`config.mk`:
```
export PLATFORM = sky130hd
export DESIGN_NAME = arc4_engine
export DESIGN_NICKNAME = d
export VERILOG_FILES = /design/src/rtl/arc4_engine.sv
export SDC_FILE = /design/constraint.sdc
export NUM_CORES = 2
export LEC_CHECK = 0
export ABC_AREA = 1
export ABC_CLOCK_PERIOD_IN_PS = 27400
export CAP_MARGIN = 10
export CORE_AREA = 2 2 436 438
export DETAILED_ROUTE_END_ITERATION = 8
export DIE_AREA = 0 0 438 440
export PLACE_DENSITY = 0.65
export REMOVE_ABC_BUFFERS = 1
export SETUP_SLACK_MARGIN = 0.5
export SLEW_MARGIN = 15
export SYNTH_ARGS = -nofsm -noshare
export SYNTH_HDL_FRONTEND = slang
export SYNTH_SLANG_ARGS = --single-unit
```
`constraint.sdc`:
```
create_clock -name clk -period 27.4 [get_ports clk]
set_input_delay 5.48 -clock clk [delete_from_list [all_inputs] [get_ports clk]]
set_output_delay 5.48 -clock clk [all_outputs]
set_load 0.03 [all_outputs]
```
`src/rtl/arc4_engine.sv`:
```
// ARC4 decryption engine: owns a 256x8 S-box, runs init / key schedule /
// optional RC4-drop[n] discard, then decrypts a length-prefixed ct buffer to pt.
module arc4_engine #(
  parameter int KEY_BYTES = 3,
  parameter int DROP_N    = 0
) (
  input  logic                   clk,
  input  logic                   rst,
  input  logic                   en,
  output logic                   rdy,
  input  logic [8*KEY_BYTES-1:0] key,
  output logic [7:0]             ct_addr,
  input  logic [7:0]             ct_rddata,
  output logic [7:0]             pt_addr,
  output logic [7:0]             pt_wrdata,
  output logic                   pt_wren
);
  localparam int                KIDX_W    = (KEY_BYTES > 1) ? $clog2(KEY_BYTES) : 1;
  localparam logic [KIDX_W-1:0] KIDX_LAST = KIDX_W'(KEY_BYTES - 1);
  localparam logic [11:0]       DROP_LAST = 12'(DROP_N - 1);

  typedef enum logic [2:0] {
    ST_IDLE = 3'd0, ST_INIT = 3'd1, ST_KSA = 3'd2, ST_DROP = 3'd3,
    ST_LEN  = 3'd4, ST_PRGA = 3'd5, ST_DONE = 3'd6
  } state_t;

  state_t                 state_r, state_s;
  logic [2:0]             phase_r, phase_s;
  logic [7:0]             i_r, j_r, si_r, sj_r, k_r, len_r;
  logic [KIDX_W-1:0]      kidx_r;
  logic [11:0]            drop_cnt_r;
  logic [8*KEY_BYTES-1:0] key_r;
  logic                   rdy_r, pt_wren_r;
  logic [7:0]             ct_addr_r, pt_addr_r, pt_wrdata_r;
  logic [7:0]             s_mem [256];
  logic [7:0]             s_rdata_r, s_addr_s, s_wdata_s;
  logic                   s_we_s;
  logic [7:0]             key_byte_s, i_inc_s, j_ksa_s, j_gen_s;

  assign rdy       = rdy_r;
  assign ct_addr   = ct_addr_r;
  assign pt_addr   = pt_addr_r;
  assign pt_wrdata = pt_wrdata_r;
  assign pt_wren   = pt_wren_r;

  // Key byte selected by the wrapping mod-KEY_BYTES index (byte 0 is the MSB).
  always_comb begin
    key_byte_s = 8'd0;
    for (int b = 0; b < KEY_BYTES; b++) begin
      key_byte_s = (kidx_r == KIDX_W'(b)) ? key_r[8*(KEY_BYTES-1-b) +: 8] : key_byte_s;
    end
  end

  // S-box: single port, write has priority, read data arrives one cycle later.
  always_ff @(posedge clk) begin
    if (s_we_s) begin
      s_mem[s_addr_s] <= s_wdata_s;
    end else begin
      s_rdata_r <= s_mem[s_addr_s];
    end
  end

  // State register.
  always_ff @(posedge clk) begin
    if (rst) begin
      state_r <= ST_IDLE;
      phase_r <= 3'd0;
    end else begin
      state_r <= state_s;
      phase_r <= phase_s;
    end
  end

  // Next state and S-box port control; the swap sequence is read S[i],
  // read S[j], write S[i], write S[j], then (DROP/PRGA) read the pad.
  always_comb begin
    state_s   = state_r;
    phase_s   = phase_r;
    s_addr_s  = 8'd0;
    s_we_s    = 1'b0;
    s_wdata_s = 8'd0;
    i_inc_s   = i_r + 8'd1;
    j_ksa_s   = j_r + s_rdata_r + key_byte_s;
    j_gen_s   = j_r + s_rdata_r;
    case (state_r)
      ST_IDLE: begin
        phase_s = 3'd0;
        if (en && rdy_r) state_s = ST_INIT;
        else             state_s = ST_IDLE;
      end
      ST_INIT: begin
        s_addr_s  = i_r;
        s_we_s    = 1'b1;
        s_wdata_s = i_r;
        if (i_r == 8'hFF) state_s = ST_KSA;
        else              state_s = ST_INIT;
      end
      ST_KSA: begin
        case (phase_r)
          3'd0: begin s_addr_s = i_r;     phase_s = 3'd1; end
          3'd1: begin s_addr_s = j_ksa_s; phase_s = 3'd2; end
          3'd2: begin s_addr_s = i_r; s_we_s = 1'b1; s_wdata_s = s_rdata_r; phase_s = 3'd3; end
          3'd3: begin
            s_addr_s  = j_r;
            s_we_s    = 1'b1;
            s_wdata_s = si_r;
            phase_s   = 3'd0;
            if (i_r == 8'hFF) state_s = (DROP_N == 0) ? ST_LEN : ST_DROP;
            else              state_s = ST_KSA;
          end
          default: phase_s = 3'd0;
        endcase
      end
      ST_DROP, ST_PRGA: begin
        case (phase_r)
          3'd0: begin s_addr_s = i_inc_s; phase_s = 3'd1; end
          3'd1: begin s_addr_s = j_gen_s; phase_s = 3'd2; end
          3'd2: begin s_addr_s = i_r; s_we_s = 1'b1; s_wdata_s = s_rdata_r; phase_s = 3'd3; end
          3'd3: begin s_addr_s = j_r; s_we_s = 1'b1; s_wdata_s = si_r; phase_s = 3'd4; end
          3'd4: begin s_addr_s = si_r + sj_r; phase_s = 3'd5; end
          3'd5: begin
            phase_s = 3'd0;
            if (state_r == ST_DROP) state_s = (drop_cnt_r == DROP_LAST) ? ST_LEN : ST_DROP;
            else                    state_s = (k_r == len_r) ? ST_DONE : ST_PRGA;
          end
          default: phase_s = 3'd0;
        endcase
      end
      ST_LEN: begin
        case (phase_r)
          3'd0: phase_s = 3'd1;
          3'd1: phase_s = 3'd2;
          3'd2: begin
            phase_s = 3'd0;
            if (ct_rddata == 8'd0) state_s = ST_DONE;
            else                   state_s = ST_PRGA;
          end
          default: phase_s = 3'd0;
        endcase
      end
      ST_DONE: state_s = ST_IDLE;
      default: state_s = ST_IDLE;
    endcase
  end

  // Datapath registers and registered outputs; rdy rises the cycle after the last write.
  always_ff @(posedge clk) begin
    if (rst) begin
      rdy_r       <= 1'b1;
      pt_wren_r   <= 1'b0;
      ct_addr_r   <= 8'd0;
      pt_addr_r   <= 8'd0;
      pt_wrdata_r <= 8'd0;
      key_r       <= {(8*KEY_BYTES){1'b0}};
      i_r         <= 8'd0;
      j_r         <= 8'd0;
      si_r        <= 8'd0;
      sj_r        <= 8'd0;
      k_r         <= 8'd0;
      len_r       <= 8'd0;
      kidx_r      <= {KIDX_W{1'b0}};
      drop_cnt_r  <= 12'd0;
    end else begin
      rdy_r     <= (state_s == ST_IDLE);
      pt_wren_r <= 1'b0;
      case (state_r)
        ST_IDLE: begin
          if (en && rdy_r) begin
            key_r      <= key;
            i_r        <= 8'd0;
            j_r        <= 8'd0;
            kidx_r     <= {KIDX_W{1'b0}};
            drop_cnt_r <= 12'd0;
          end
        end
        ST_INIT: i_r <= i_inc_s;
        ST_KSA: begin
          case (phase_r)
            3'd1: begin si_r <= s_rdata_r; j_r <= j_ksa_s; end
            3'd3: begin
              i_r    <= i_inc_s;
              kidx_r <= (kidx_r == KIDX_LAST) ? {KIDX_W{1'b0}} : kidx_r + 1'b1;
              // Keystream generation starts from j = 0, as in standard RC4.
              if (i_r == 8'hFF) j_r <= 8'd0;
            end
            default: ;
          endcase
        end
        ST_DROP, ST_PRGA: begin
          case (phase_r)
            3'd0: begin
              i_r <= i_inc_s;
              if (state_r == ST_PRGA) ct_addr_r <= k_r;
            end
            3'd1: begin si_r <= s_rdata_r; j_r <= j_gen_s; end
            3'd2: sj_r <= s_rdata_r;
            3'd5: begin
              if (state_r == ST_DROP) begin
                drop_cnt_r <= drop_cnt_r + 12'd1;
              end else begin
                pt_wren_r   <= 1'b1;
                pt_addr_r   <= k_r;
                pt_wrdata_r <= ct_rddata ^ s_rdata_r;
                k_r         <= k_r + 8'd1;
              end
            end
            default: ;
          endcase
        end
        ST_LEN: begin
          case (phase_r)
            3'd0: ct_addr_r <= 8'd0;
            3'd2: begin
              len_r       <= ct_rddata;
              k_r         <= 8'd1;
              pt_wren_r   <= 1'b1;
              pt_addr_r   <= 8'd0;
              pt_wrdata_r <= ct_rddata;
            end
            default: ;
          endcase
        end
        default: ;
      endcase
    end
  end
endmodule

```
# Word level (Yosys, flattened, before mapping)
# Memories as Yosys holds them, arrays and structs flattened. A register that Yosys moved wholly into a read port is not among the register bits.
# Cells that the tools add are included.
[classes] add_sub_neg=7 n_mul=0 n_div=0 order_cmp=0 eq_ne=27 shift=0 muxes=63 bitwise=1 reduce_logical=27
[op_table] op="two-way mux 8 bit" count=20
[op_table] op="case mux 8 bit (2 select lines)" count=7
[op_table] op="case mux 8 bit (3 select lines)" count=3
[op_table] op="case mux 8 bit (5 select lines)" count=1
[op_table] op="two-way mux 12 bit" count=3
[op_table] op="case mux 8 bit (4 select lines)" count=1
[op_table] op="case mux 3 bit (5 select lines)" count=2
[op_table] op="adder 8 bit" count=3
[op_table] op="case mux 12 bit (2 select lines)" count=1
[op_table] op="two-way mux 3 bit" count=6
[op_table] op="!= test 2 bit, second input constant" count=9
[op_table] op="adder 8 x 1 -> 8 bit, second input constant" count=2
[op_table] op="AND reduction 4 bit" count=4
[op_table] op="adder 12 x 1 -> 12 bit, second input constant" count=1
[op_table] op="== test 12 bit, second input constant" count=1
[op_table] op="== test 3 x 2 -> 1 bit, second input constant" count=4
[op_table] op="== test 3 bit, second input constant" count=4
[op_table] op="two-way mux 2 bit" count=6
[op_table] op="case mux 3 bit (4 select lines)" count=1
[op_table] op="zero test 3 bit" count=3
[op_table] op="== test 8 bit" count=1
[op_table] op="== test 8 bit, second input constant" count=1
[op_table] op="zero test 8 bit" count=1
[op_table] op="case mux 2 bit (2 select lines)" count=2
[op_table] op="21 further kinds" count=38
[word_totals] regBits=118 latch_bits=0 mem_bits_rw=2048 romBits=0 input_bits=35 out_inout_bits=26 wordCells=142 memories=1
[mem_list] name="s_mem" words=256 word_bits=8 rd=1 rd_clocked_by_memory_dff=1 write_ports=1 line="35" source="logic [7:0] s_mem [256];"

# Longest topological paths before layout
[depth] depth_word=7 mapped_depth=29 depth_no_buf=26

# Worst setup path before layout
# Ideal clock, no wire load.
[synth_path] path_kind="register -> register" start="register phase_r[2]" end="memory s_mem[0][0], data pin" setup_ps=2187 arrival_time_ps=11059 t_required_ps=25213 path_slack_ps=14154 path_stages_with_launch=7 n_path_buf=1 synth_period_minus_slack_ps=13246 cell_sequence="dfxtp_1 inv_2 nand2_1 nor2_1 clkbuf_1 a22oi_1 o21ai_0"
[synth_via] elab_chain_cells=3 word_cells_on_any_way=4 cone_classes="2 x eq/ne; 2 x mux"
[synth_rtl] item="start, declared" line="28" source="logic [2:0] phase_r, phase_s;"
[synth_rtl] item="start signal, assigned" line="70" source="phase_r <= phase_s;"
[synth_rtl] item="== test 3 x 2 -> 1 bit" line="99, 115"
[synth_rtl] item="case mux 8 bit (2 select lines) *" line="99, 115"
[synth_rtl] item="case mux 8 bit (2 select lines) *" line="85" source="case (state_r)"
[synth_rtl] item="named net s_wdata_s[0]" line="36" source="logic [7:0] s_rdata_r, s_addr_s, s_wdata_s;"
[synth_rtl] item="end, declared" line="35"
# Mark *: on every way through the listed nets, which the timed path passes. The rest lies on a longest branch.

# Worst setup path after layout
[layout_path] start="register kidx_r[1]" end="register s_rdata_r[4] (read register of s_mem), data pin"
[layout_via] elab_chain_cells=7 word_cells_on_any_way=9 cone_classes="1 x add/sub; 2 x eq/ne; 5 x mux; 1 x reduce/logical"
[layout_rtl] item="start, declared" line="30" source="logic [KIDX_W-1:0] kidx_r;"
[layout_rtl] item="start signal, assigned" line="161" source="kidx_r <= {KIDX_W{1'b0}};"
[layout_rtl] item="start signal, assigned" line="172" source="kidx_r <= {KIDX_W{1'b0}};"
[layout_rtl] item="start signal, assigned" line="182" source="kidx_r <= (kidx_r == KIDX_LAST) ? {KIDX_W{1'b0}} : kidx_r + 1'b1;"
[layout_rtl] item="zero test 2 bit" line="50" source="key_byte_s = (kidx_r == KIDX_W'(b)) ? key_r[8*(KEY_BYTES-1-b) +: 8] : key_byte_s;"
[layout_rtl] item="two-way mux 8 bit (2 in series)" line="50"
[layout_rtl] item="two-way mux 8 bit *" line="50"
[layout_rtl] item="adder 8 bit *" line="83" source="j_ksa_s = j_r + s_rdata_r + key_byte_s;"
[layout_rtl] item="case mux 8 bit (3 select lines) *" line="99" source="case (phase_r)"
[layout_rtl] item="case mux 8 bit (3 select lines) *" line="85"
[layout_rtl] item="end, declared" line="36"
# Every way passes the cells marked *; elsewhere a longest branch is shown, timed or not.
# A chain may end at the register's enable or synchronous reset.

==> results by group <==
Run status
  • Status: completed

STA
  • Min Tclk post-route: 7.44 ns
  • Setup TNS: 0 ns
  • RSZ-0062 raised after global routing: no
  • Worst-Margin Slew: 1.24 ns
  • F_max: 0.134 GHz
  • Rel. slew slack: 0.169
  • Fin. max-slew vios: 0
  • Endpoints failing setup: 0
  • PnR worst setup slack: 19.96 ns
  • Final number of hold-violating endpoints: 0
  • Crit share post-route: 0.272
  • Skew final: 0.0298 ns

Cells and area
  • Sequential Area: 64100 sq um
  • Area of the multi-input gates: 27000 sq um
  • Layout cells sized above 1: 0.0541
  • Fin nets: 9234
  • Final Cell Area: 103000 sq um
  • Area growth from synthesis to layout: 10.4%
  • Fill cell count: 16100
  • Final Util: 0.549

Power
  • VDD IR max: 0.0794 mV
  • Total Power: 6830 uW
  • Power Density: 66.0 nW/um^2
  • Leakage power total: 0.0398 uW

Floorplan
  • Core Region: 189000 sq um
  • Die height: 440 um
  • Die area: 193000 sq um
  • Initial Util: 0.497
  • Die Wd: 438 um
  • Top Ports: 61
  • # rows: 160

Drt
  • Residual DRC: 0
  • Antenna Violating Nets Remaining: 0
  • Via-to-Cell Ratio: 5.70
  • First-pass detailed-route iteration total: 6
  • Routed wire per std cell: 22.8 um
  • First DRT Iteration DRCs: 8364
  • WL final: 271000 um
  • Vias: 67700

Critical path
  • CP Capture Type: flip-flop
  • Worst path required time: 28.13 ns
  • Worst-path fanout max: 127
  • Crit Path Class: flip-flop to flip-flop
  • Crit path arrival time: 8.17 ns
  • Worst setup SP type: flip-flop

Synthesis
  • Post-synth top cells: nand2_1, edfxtp_1, nor2_1
  • Fraction of registers with async set/reset: 0
  • Top cell type by total area after synthesis: edfxtp_1
  • Top-area cell type share of the netlist area: 0.659
  • Primary FF master, synth: edfxtp_1
  • EDFF count, synth: 2056
  • Synth cell types: 50
  • Post-synthesis sequential area ratio: 0.684
  • Synth Instances: 9326
  • Largest cells by area after synthesis: edfxtp_1, nand2_1, nand4_1, dfxtp_1, nor2_1
  • Most frequent cell after synthesis: nand2_1
  • Synthesis Warnings: 0
  • Area of the mapped netlist: 93700 sq um
  • Flops & latches, synth: 2174
  • Syn Area/Cell: 10.0 sq um

Global route
  • Gr ovfl total: 0
  • Global-route wire length before repair: 406000 um
  • Number of global-route vias before repair: 64500
  • Initial antenna violation count: 3
  • Largest net degree at the start of global routing: 190
  • GRT Total Usage: 0.277

Clocking
  • Post-CTS Resized: 0
  • Worst-skew pair later-pin latency: 0.88 ns
  • CTS max path bufs: 3
  • Num CTS Buffers: 217
  • Setup Buffers After CTS: 0
  • Clock transition at path regs: 0.06 ns
  • Clock sinks: 2174
  • CTS Hold Bufs: 0
  • Htree depth: 4
  • CTS tree: yes
  • CTS root buf: clkbuf_16

Placement
  • Worst slack at placement: 19.31 ns
  • Buffers on Ports: 60
  • Placed inst area: 96400 sq um
  • DP HPWL: 149000 um
  • Final weighted congestion in routability-driven placement: 0.901

Job
  • Max cap viols: 0

Worst hold path
  • Tightest Hold Check Type: flip-flop to flip-flop
## critical path, cell delays in order, from the launching register on
cell and delay [ns]:
dfxtp_1 0.35, inv_1 0.10, nor2_1 0.33, inv_1 0.14, o221ai_1 0.30, ha_1 0.30
inv_1 0.06, nor2_1 0.04, nor2_1 0.11, nand2_1 0.09, nand2_4 0.68, nand3_4 0.59
inv_8 0.79, buf_4 0.75, buf_4 0.70, nand2_1 0.12, nand2_1 0.11, nand2_1 0.05
nand2_1 0.11, nand2_1 0.05, nand2_1 0.15, o21ai_0 0.16, nand2_1 0.14, nor2_1 0.06
nor2_1 0.41, nor2_1 0.18, nand2_1 0.11
## state kept, by name, indices dropped and copies added (netlist names), 2 cells and up
register    cells
pt_addr         8
i_r             8
si_r            8
j_r             8
pt_wrdata       8
len_r           8
s_rdata_r       8
phase_r         3
s_mem        2048
ct_addr         8
drop_cnt_r     12
sj_r            8
k_r             8
kidx_r          2
state_r         3
key_r          24
## cells in the final DEF (no fill, tap or decap), types with 6 or more instances in the layout
cell,n
buf_12,10
clkbuf_16,220
nor2_2,7
nor3_1,11
xor2_1,18
nand2_2,17
buf_4,112
nand3_1,205
nand4_1,430
a211oi_1,8
a21oi_1,134
dfxtp_1,118
clkdlybuf4s50_1,60
o21ai_0,193
nor2_1,580
nor2_4,6
edfxtp_1,2056
inv_1,133
or2_2,7
a22oi_1,13
ha_1,24
nand3b_1,6
bufinv_16,21
clkbuf_1,39
xnor2_1,7
clkinv_1,47
nand2_1,4722
clkinv_2,62
## logic make-up after synthesis
kind of cell,share of synthesized area
AOI/OAI and AO/OA,0.0229
adders and majority gates,0.00385
xor gates and xnor gates,0.00234
and+or+nand+nor,0.256
buffers and inverters,0.0303
DFF,0.684
## layout make-up
cell class / instances / area share
Antenna cell: 2 / 0.0000484
Clock inverter: 148 / 0.0131
Tap cell: 2511 / 0.0304
Timing Repair Buffer: 182 / 0.0159
Clock buffer: 260 / 0.0548
Sequential cell: 2174 / 0.620
Multi-Input combinational cell: 6458 / 0.261
Inverter: 139 / 0.00519
## report_power, final
part           leakage (uW)  internal, uW  total [uW]  switching (uW)
registers            0.0187          3590        3600            9.55
logic                0.0176          78.7         267             188
clock network       0.00348          1670        2960            1280
## metal layers
metal | track usage | vias up | routed length (um)
met5 | 0 | - | 0
met4 | 0.110 | 0 | 10600
met3 | 0.0446 | 513 | 24600
met2 | 0.445 | 3296 | 126000
met1 | 0.379 | 32900 | 109000
li1 | - | 31000 | -
## path summary, 6_finish.rpt
path	to	slack, ns	cells after the start	start
max reg2reg	s_rdata_r[4]$_DFFE_PN_	19.96	26	kidx_r[1]$_SDFFE_PP0P_
min reg2reg	key_r[9]$_SDFFE_PP0P_	0.46	2	key_r[9]$_SDFFE_PP0P_
min	key_r[9]$_SDFFE_PP0P_	0.46	2	key_r[9]$_SDFFE_PP0P_
max	s_rdata_r[4]$_DFFE_PN_	19.96	26	kidx_r[1]$_SDFFE_PP0P_
## metrics by stage
step | hold WS, ns | instances
detailed placement | 0.452 | 11500
CTS | 0.459 | 11900
global route | 0.468 | 11900
floorplan | 0.431 | 8771
finish | 0.460 | 11900
global placement | 0.447 | 11500
Power figures use the tool's default switching activity.
